## src/rtl/serial_subtractor.sv

```systemverilog
// Bit-serial WIDTH-bit subtractor (DIFF = A - B - BIN), one difference bit per clock, LSB first.
// Optional signed-overflow output OVF is enabled by defining SERIAL_SUB_OVF_EN.
module serial_subtractor #(
    parameter int WIDTH = 4
) (
    input  logic             clk,
    input  logic             rst_n,
    input  logic             START,
    input  logic [WIDTH-1:0] A,
    input  logic [WIDTH-1:0] B,
    input  logic             BIN,
`ifdef SERIAL_SUB_OVF_EN
    output logic             OVF,
`endif
    output logic [WIDTH-1:0] DIFF,
    output logic             BOUT,
    output logic             BUSY,
    output logic             DONE
);

    localparam int CW = $clog2(WIDTH) + 1;
    localparam logic [CW-1:0] CNT_ZERO = CW'(0);
    localparam logic [CW-1:0] CNT_ONE  = CW'(1);
    localparam logic [CW-1:0] CNT_LAST = CW'(WIDTH - 1);

    typedef enum logic [1:0] {
        S_IDLE = 2'd0,
        S_RUN  = 2'd1,
        S_FIN  = 2'd2
    } state_t;

    // Full-subtractor cell: returns {borrow_out, difference}.
    function automatic logic [1:0] sub_bit(input logic a, input logic b, input logic br);
        logic d;
        logic bo;
        d  = a ^ b ^ br;
        bo = (~a & b) | (~(a ^ b) & br);
        return {bo, d};
    endfunction

    state_t           state_q, state_d;
    logic [WIDTH-1:0] a_q, a_d;
    logic [WIDTH-1:0] b_q, b_d;
    logic             br_q, br_d;
    logic [WIDTH-1:0] dsh_q, dsh_d;
    logic [CW-1:0]    cnt_q, cnt_d;
    logic [WIDTH-1:0] diff_q, diff_d;
    logic             bout_q, bout_d;
    logic             busy_q, busy_d;
    logic             done_q, done_d;
`ifdef SERIAL_SUB_OVF_EN
    logic             ovf_q, ovf_d;
`endif

    logic [1:0]       cell_s;
    logic [WIDTH-1:0] dsh_next_s;

    assign cell_s     = sub_bit(a_q[0], b_q[0], br_q);
    assign dsh_next_s = {cell_s[0], dsh_q[WIDTH-1:1]};

    // Next-state and datapath update for the IDLE -> RUN -> FIN sequencer.
    always_comb begin
        state_d = state_q;
        a_d     = a_q;
        b_d     = b_q;
        br_d    = br_q;
        dsh_d   = dsh_q;
        cnt_d   = cnt_q;
        diff_d  = diff_q;
        bout_d  = bout_q;
        busy_d  = busy_q;
        done_d  = 1'b0;
`ifdef SERIAL_SUB_OVF_EN
        ovf_d   = ovf_q;
`endif
        case (state_q)
            S_IDLE, S_FIN: begin
                if (START) begin
                    a_d     = A;
                    b_d     = B;
                    br_d    = BIN;
                    dsh_d   = {WIDTH{1'b0}};
                    cnt_d   = CNT_ZERO;
                    busy_d  = 1'b1;
                    state_d = S_RUN;
                end else begin
                    busy_d  = 1'b0;
                    state_d = S_IDLE;
                end
            end
            S_RUN: begin
                a_d   = {1'b0, a_q[WIDTH-1:1]};
                b_d   = {1'b0, b_q[WIDTH-1:1]};
                br_d  = cell_s[1];
                dsh_d = dsh_next_s;
                if (cnt_q == CNT_LAST) begin
                    // On the last step a_q[0]/b_q[0] hold the operand MSBs.
                    cnt_d   = CNT_ZERO;
                    diff_d  = dsh_next_s;
                    bout_d  = cell_s[1];
`ifdef SERIAL_SUB_OVF_EN
                    ovf_d   = (a_q[0] != b_q[0]) && (cell_s[0] != a_q[0]);
`endif
                    busy_d  = 1'b0;
                    done_d  = 1'b1;
                    state_d = S_FIN;
                end else begin
                    cnt_d   = cnt_q + CNT_ONE;
                    busy_d  = 1'b1;
                    state_d = S_RUN;
                end
            end
            default: begin
                busy_d  = 1'b0;
                state_d = S_IDLE;
            end
        endcase
    end

    // State and datapath registers; reset aborts any operation in flight.
    always_ff @(posedge clk or negedge rst_n) begin
        if (!rst_n) begin
            state_q <= S_IDLE;
            a_q     <= {WIDTH{1'b0}};
            b_q     <= {WIDTH{1'b0}};
            br_q    <= 1'b0;
            dsh_q   <= {WIDTH{1'b0}};
            cnt_q   <= CNT_ZERO;
            diff_q  <= {WIDTH{1'b0}};
            bout_q  <= 1'b0;
            busy_q  <= 1'b0;
            done_q  <= 1'b0;
`ifdef SERIAL_SUB_OVF_EN
            ovf_q   <= 1'b0;
`endif
        end else begin
            state_q <= state_d;
            a_q     <= a_d;
            b_q     <= b_d;
            br_q    <= br_d;
            dsh_q   <= dsh_d;
            cnt_q   <= cnt_d;
            diff_q  <= diff_d;
            bout_q  <= bout_d;
            busy_q  <= busy_d;
            done_q  <= done_d;
`ifdef SERIAL_SUB_OVF_EN
            ovf_q   <= ovf_d;
`endif
        end
    end

    assign DIFF = diff_q;
    assign BOUT = bout_q;
    assign BUSY = busy_q;
    assign DONE = done_q;
`ifdef SERIAL_SUB_OVF_EN
    assign OVF  = ovf_q;
`endif

endmodule

```

## config.mk

```make
export PLATFORM = sky130hd
export DESIGN_NAME = serial_subtractor
export DESIGN_NICKNAME = d
export VERILOG_FILES = /design/src/rtl/serial_subtractor.sv
export SDC_FILE = /design/constraint.sdc
export NUM_CORES = 1
export LEC_CHECK = 0
export BUFFER_PORTS_ARGS = -buffer_cell sky130_fd_sc_hd__buf_2
export CAP_MARGIN = 20
export CORE_MARGIN = 2
export CORE_UTILIZATION = 57
export CTS_BUF_LIST = sky130_fd_sc_hd__clkbuf_4 sky130_fd_sc_hd__clkbuf_8
export DETAILED_ROUTE_END_ITERATION = 10
export PLACE_DENSITY = 0.81
export SETUP_SLACK_MARGIN = 0.5
export SKIP_LAST_GASP = 1
export SYNTH_ARGS = -nofsm -noshare
export SYNTH_HDL_FRONTEND = slang
export SYNTH_SLANG_ARGS = --single-unit
```

## constraint.sdc

```tcl
create_clock -name clk -period 1.6 [get_ports clk]
set_input_delay 0.16 -clock clk [delete_from_list [all_inputs] [get_ports clk]]
set_output_delay 0.16 -clock clk [all_outputs]
set_load 0.01 [all_outputs]
```

Word-level counts from Yosys, hierarchy flattened
Index checks and enable logic that the tools add are counted.
{ "op_classes": {"n_addsub": 1, "eq_ne": 4, "n_mux": 19, "bitwise_logic": 7, "reduce_logical": 5} }
{ "ops": {"columns": ["op", "count"], "rows": [
  ["$pmux 4 s2", 3],
  ["$mux 4", 3],
  ["$mux 1", 6],
  ["$mux 3", 2],
  ["$pmux 3 s2", 1],
  ["$pmux 1 s2", 2],
  ["$pmux 2 s2", 1],
  ["$reduce_and 2->1", 2],
  ["$add 3x1->3 const B", 1],
  ["$eq 3x2->1 const B", 1],
  ["$and 1x1->1", 2],
  ["$eq 2x1->1 const B", 1],
  ["$eq 2x2->1 const B", 1],
  ["$logic_not 2->1", 1],
  ["$mux 2", 1],
  ["$ne 2x2->1 const B", 1],
  ["$not 1->1", 2],
  ["$reduce_bool 2->1", 1],
  ["$reduce_or 2->1", 1],
  ["$xor 1x1->1", 2],
  ["$or 1x1->1", 1]
]} }
{ "totals": {"register_bits": 25, "inputBits": 12, "output_inout_bits": 7, "word_cells": 46} }

Logic depth before layout (Yosys ltp)
{ "depth": {"depth_word": 5, "ltp_mapped": 5, "ltp_nobuf": 5} }

Worst setup path after synthesis
Ideal clock, no wire load.
{ "synth_path": {"kind": "reg2reg", "startpoint": "reg a_q[0]", "endpoint": "reg dsh_q[3]", "setup_time_ns": 0.121, "arrival_time_ns": 1.292, "t_required_ns": 1.479, "slack_ns": 0.187, "path_stages_with_launch": 4, "n_path_buf": 0, "synth_period_minus_slack_ns": 1.413, "path_cell_list": "dfrtp_1 > fa_1 > mux2_2 > a22o_1"} }
{ "synth_between": {"elab_chain_len": 3} }
{ "synth_rtl": {"columns": ["element", "line", "rtl"], "rows": [
  ["from (decl)", "42", "logic [WIDTH-1:0] a_q, a_d;"],
  ["from (signal assigned)", "124", "a_q <= {WIDTH{1'b0}};"],
  ["$xor 1x1->1 (2 in series)", "36", "d = a ^ b ^ br;"],
  ["via cell_s[0]", "55", "logic [1:0] cell_s;"],
  ["$pmux 4 s2", "76", "case (state_q)"],
  ["to (signal assigned)", "127", "dsh_q <= {WIDTH{1'b0}};"],
  ["to (signal assigned)", "141", "dsh_q <= dsh_d;"],
  ["to (decl)", "45", "logic [WIDTH-1:0] dsh_q, dsh_d;"]
]} }
The timed path passes the listed nets, and every way through them passes these cells.
A chain may end at the register's enable or synchronous reset.

Worst setup path after layout
{ "layout_path": {"startpoint": "reg br_q", "endpoint": "reg dsh_q[3]"} }
{ "layout_between": {"elab_chain_len": 2} }
{ "layout_rtl": {"columns": ["element", "line", "rtl"], "rows": [
  ["from (decl)", "44", "logic br_q, br_d;"],
  ["from (signal assigned)", "140", "br_q <= br_d;"],
  ["$xor 1x1->1", "36", null],
  ["via cell_s[0]", "55", null],
  ["$pmux 4 s2", "76", null]
]} }
The timed path passes the listed nets, and every way through them passes these cells.

==> flow_summary.ini <==
[outcome]
status = finished, final reports clean

[setup_path]
r2r_start = br_q
critPathMaxFanout = 3
end_kind = register
cp_cell_sequence = inv_2, fa_1, mux2_2, a22o_1
crit_start = br_q
cp_top_family = adder cells
worstSetupStartpointType = register
slowest_stage = fa_1
cp.buffers_inverters = 1
worstSetupPathType = register to register
crit_arrival_ns = 1.68
crit_required_ns = 1.80
crit_path_max_incr_delay_ns = 0.48

[cts]
insertion_delay_ns = 0.30
path_clk_slew_ns = 0.12
h-tree-depth = 1
cts_tree = done
clockBufferDepth = 2
cts_root_buffer = clkbuf_4
cts_buffers = 3
cts_num_sinks = 22

[sta]
slew_headroom = 0.675
slew_viol_final = 0
worst_slack_ns = 0.119
period_minus_slack_ns = 1.48
tns_ns = 0
tightest_slew_ns = 0.487
rsz0062_at_grt = yes
fin_crit_sh = 0.925
setup_viol = 0
fmax_ghz = 0.675
finalHoldViolations = 0
fin_skew_ns = 0.00288

[detailed_routing]
post_drt_wl_per_cell_um = 15.5
drc = 0
vias = 834
vias_per_cell = 5.56
routed_wirelength_um = 2320
drtIter0Drc = 16
dr.pass1.iters = 4
ant_nets = 0

[layout]
multi_input_area_um2 = 548
fin_area_mm2 = 0.00142
nFillCells = 132
stdcell_count = 150
diodes = 0
syn2layout_area_growth_pct = 29.1
regArea_um2 = 552
layout_commonest_cell = dfrtp_1
drive_gt1_frac = 0.464
layout_common_cells = 21 x dfrtp_1, 16 x buf_2, 12 x buf_4, 9 x mux2i_1, 8 x a21oi_1
fin_nets = 140

[pwr]
p_int_mw = 1.76
vdd_ir_drop_max_mv = 1.01
finalPower_mw = 2.77
p_switching_mw = 1.01
p_leak_nw = 0.668
p_clk_frac = 0.108
power_frac_seq = 0.354
swShare = 0.364
p_comb_frac = 0.537
powerDensity_mw_per_mm2 = 1960

[placement]
dp_cells = 133
gp_congestion = 0.733
port_buffers = 18
dpl.hpwl_um = 1310
placed_cell_area_mm2 = 0.00122
place_ws_ns = 0.134

[grt]
grt_pass1_wl_um = 3570
grt_max_degree = 23
grt_use_total = 0.230
grt_pass1_vias = 809
grt_overflow = 0
antenna_found_initial = 0

[hold_path]
hold_start = B[1]
hold_path_class = input port to register

[floorplan]
rows = 15
die_h_um = 47.9
io_pins = 19
die_w_um = 47.9
start_util = 0.621
coreArea_mm2 = 0.00176
die-area_mm2 = 0.00229

[synth]
ys.warnings.count = 0
synthesis.nets = 105
synth_cells = 91
avgSynthCellArea_um2 = 12.0
synth_cell_types = 22
ys_ff_latch = 22
seq_area_frac_synth = 0.502
synthesis.area_mm2 = 0.00110

[job]
cap_violations = 0
## synthesized netlist by cell type
cell type | instances | area, µm²
a211oi_1 | 7 | 52.6
a21oi_1 | 8 | 40.0
a22o_1 | 3 | 26.3
buf_2 | 2 | 10.0
buf_4 | 1 | 7.51
buf_6 | 1 | 11.3
dfrtp_1 | 22 | 551
fa_1 | 1 | 20.0
ha_1 | 1 | 12.5
inv_1 | 3 | 11.3
mux2_2 | 3 | 33.8
mux2_4 | 5 | 75.1
mux2i_1 | 9 | 90.1
nand2_1 | 4 | 15.0
nand2b_1 | 2 | 12.5
nand2b_4 | 1 | 13.8
nand3_1 | 5 | 25.0
nor2_1 | 1 | 3.75
nor2_8 | 1 | 20.0
nor2b_1 | 8 | 50.1
o21ai_0 | 2 | 10.0
o21ai_1 | 1 | 5.00
## layer usage
metal	global-route usage	routed length, µm	vias to the layer above
met5	0	0	-
met4	0.0919	52	0
met3	0.0377	109	6
met2	0.389	1170	29
met1	0.292	992	404
li1	-	-	395
## final cells by class
type	instances	area share
clock buffer	4	0.0256
inverter	3	0.00796
multi-input combinational	62	0.387
sequential	22	0.390
tap	25	0.0221
timing repair buffer	34	0.167
## registers in the layout (all words and copies together), names as in the netlist
signal,cells
DIFF,4
a_q,4
b_q,4
cnt_q,3
dsh_q,3
state_q,2
BOUT,1
br_q,1
## per-stage QoR
stage / hold slack, ns / utilization
final: 0.129 / 0.802
after floorplan: -0.136 / -
after detailed placement: 0.148 / 0.691
after global routing: 0.144 / 0.802
after global placement: 0.147 / 0.691
after CTS: 0.123 / 0.774
## what timing repair did
action                                 CTS  global route
resized for setup                        9             7
setup endpoints to repair               17            18
cloned                                   0             0
hold buffers                             1             0
pin swaps                                3             1
endpoints found under the hold margin   22             0
buffers inserted                         9             3
## kinds of logic (layout without fill, tap and decap cells)
| group | Yosys count | after routing | share of synthesized area |
|---|---|---|---|
| fa+ha+maj | 2 | 2 | 0.0297 |
| simple gates | 22 | 22 | 0.128 |
| compound gates | 21 | 21 | 0.122 |
| flops | 22 | 22 | 0.502 |
| buf+inv | 7 | 41 | 0.0365 |
| mux | 17 | 17 | 0.182 |
## worst min-delay path: stages
cell      delay [ns]
buf_2           0.07
a211oi_1        0.05
a21oi_1         0.11
## worst paths after layout
path,endpoint,slack (ns),cells after the start
worst max register to register,dsh_q[3],0.12,4
min in group asynchronous,DIFF[2],0.34,2
worst min-delay path,b_q[1],0.13,3
worst min register to register,DIFF[2],0.52,1
worst max-delay path,dsh_q[3],0.12,4
max in group asynchronous,state_q[1],0.91,2
## power by group through the flow
stage                     sequential, mW  combinational [mW]  clock, mW
after global placement             0.986                1.02          0
after global routing                1.01                1.62      0.330
final                              0.983                1.49      0.300
after floorplan                    0.991               0.798          0
after detailed placement           0.999                1.07          0
after CTS                          0.976                1.31      0.310
No activity file was read; power rests on OpenSTA's default activity.
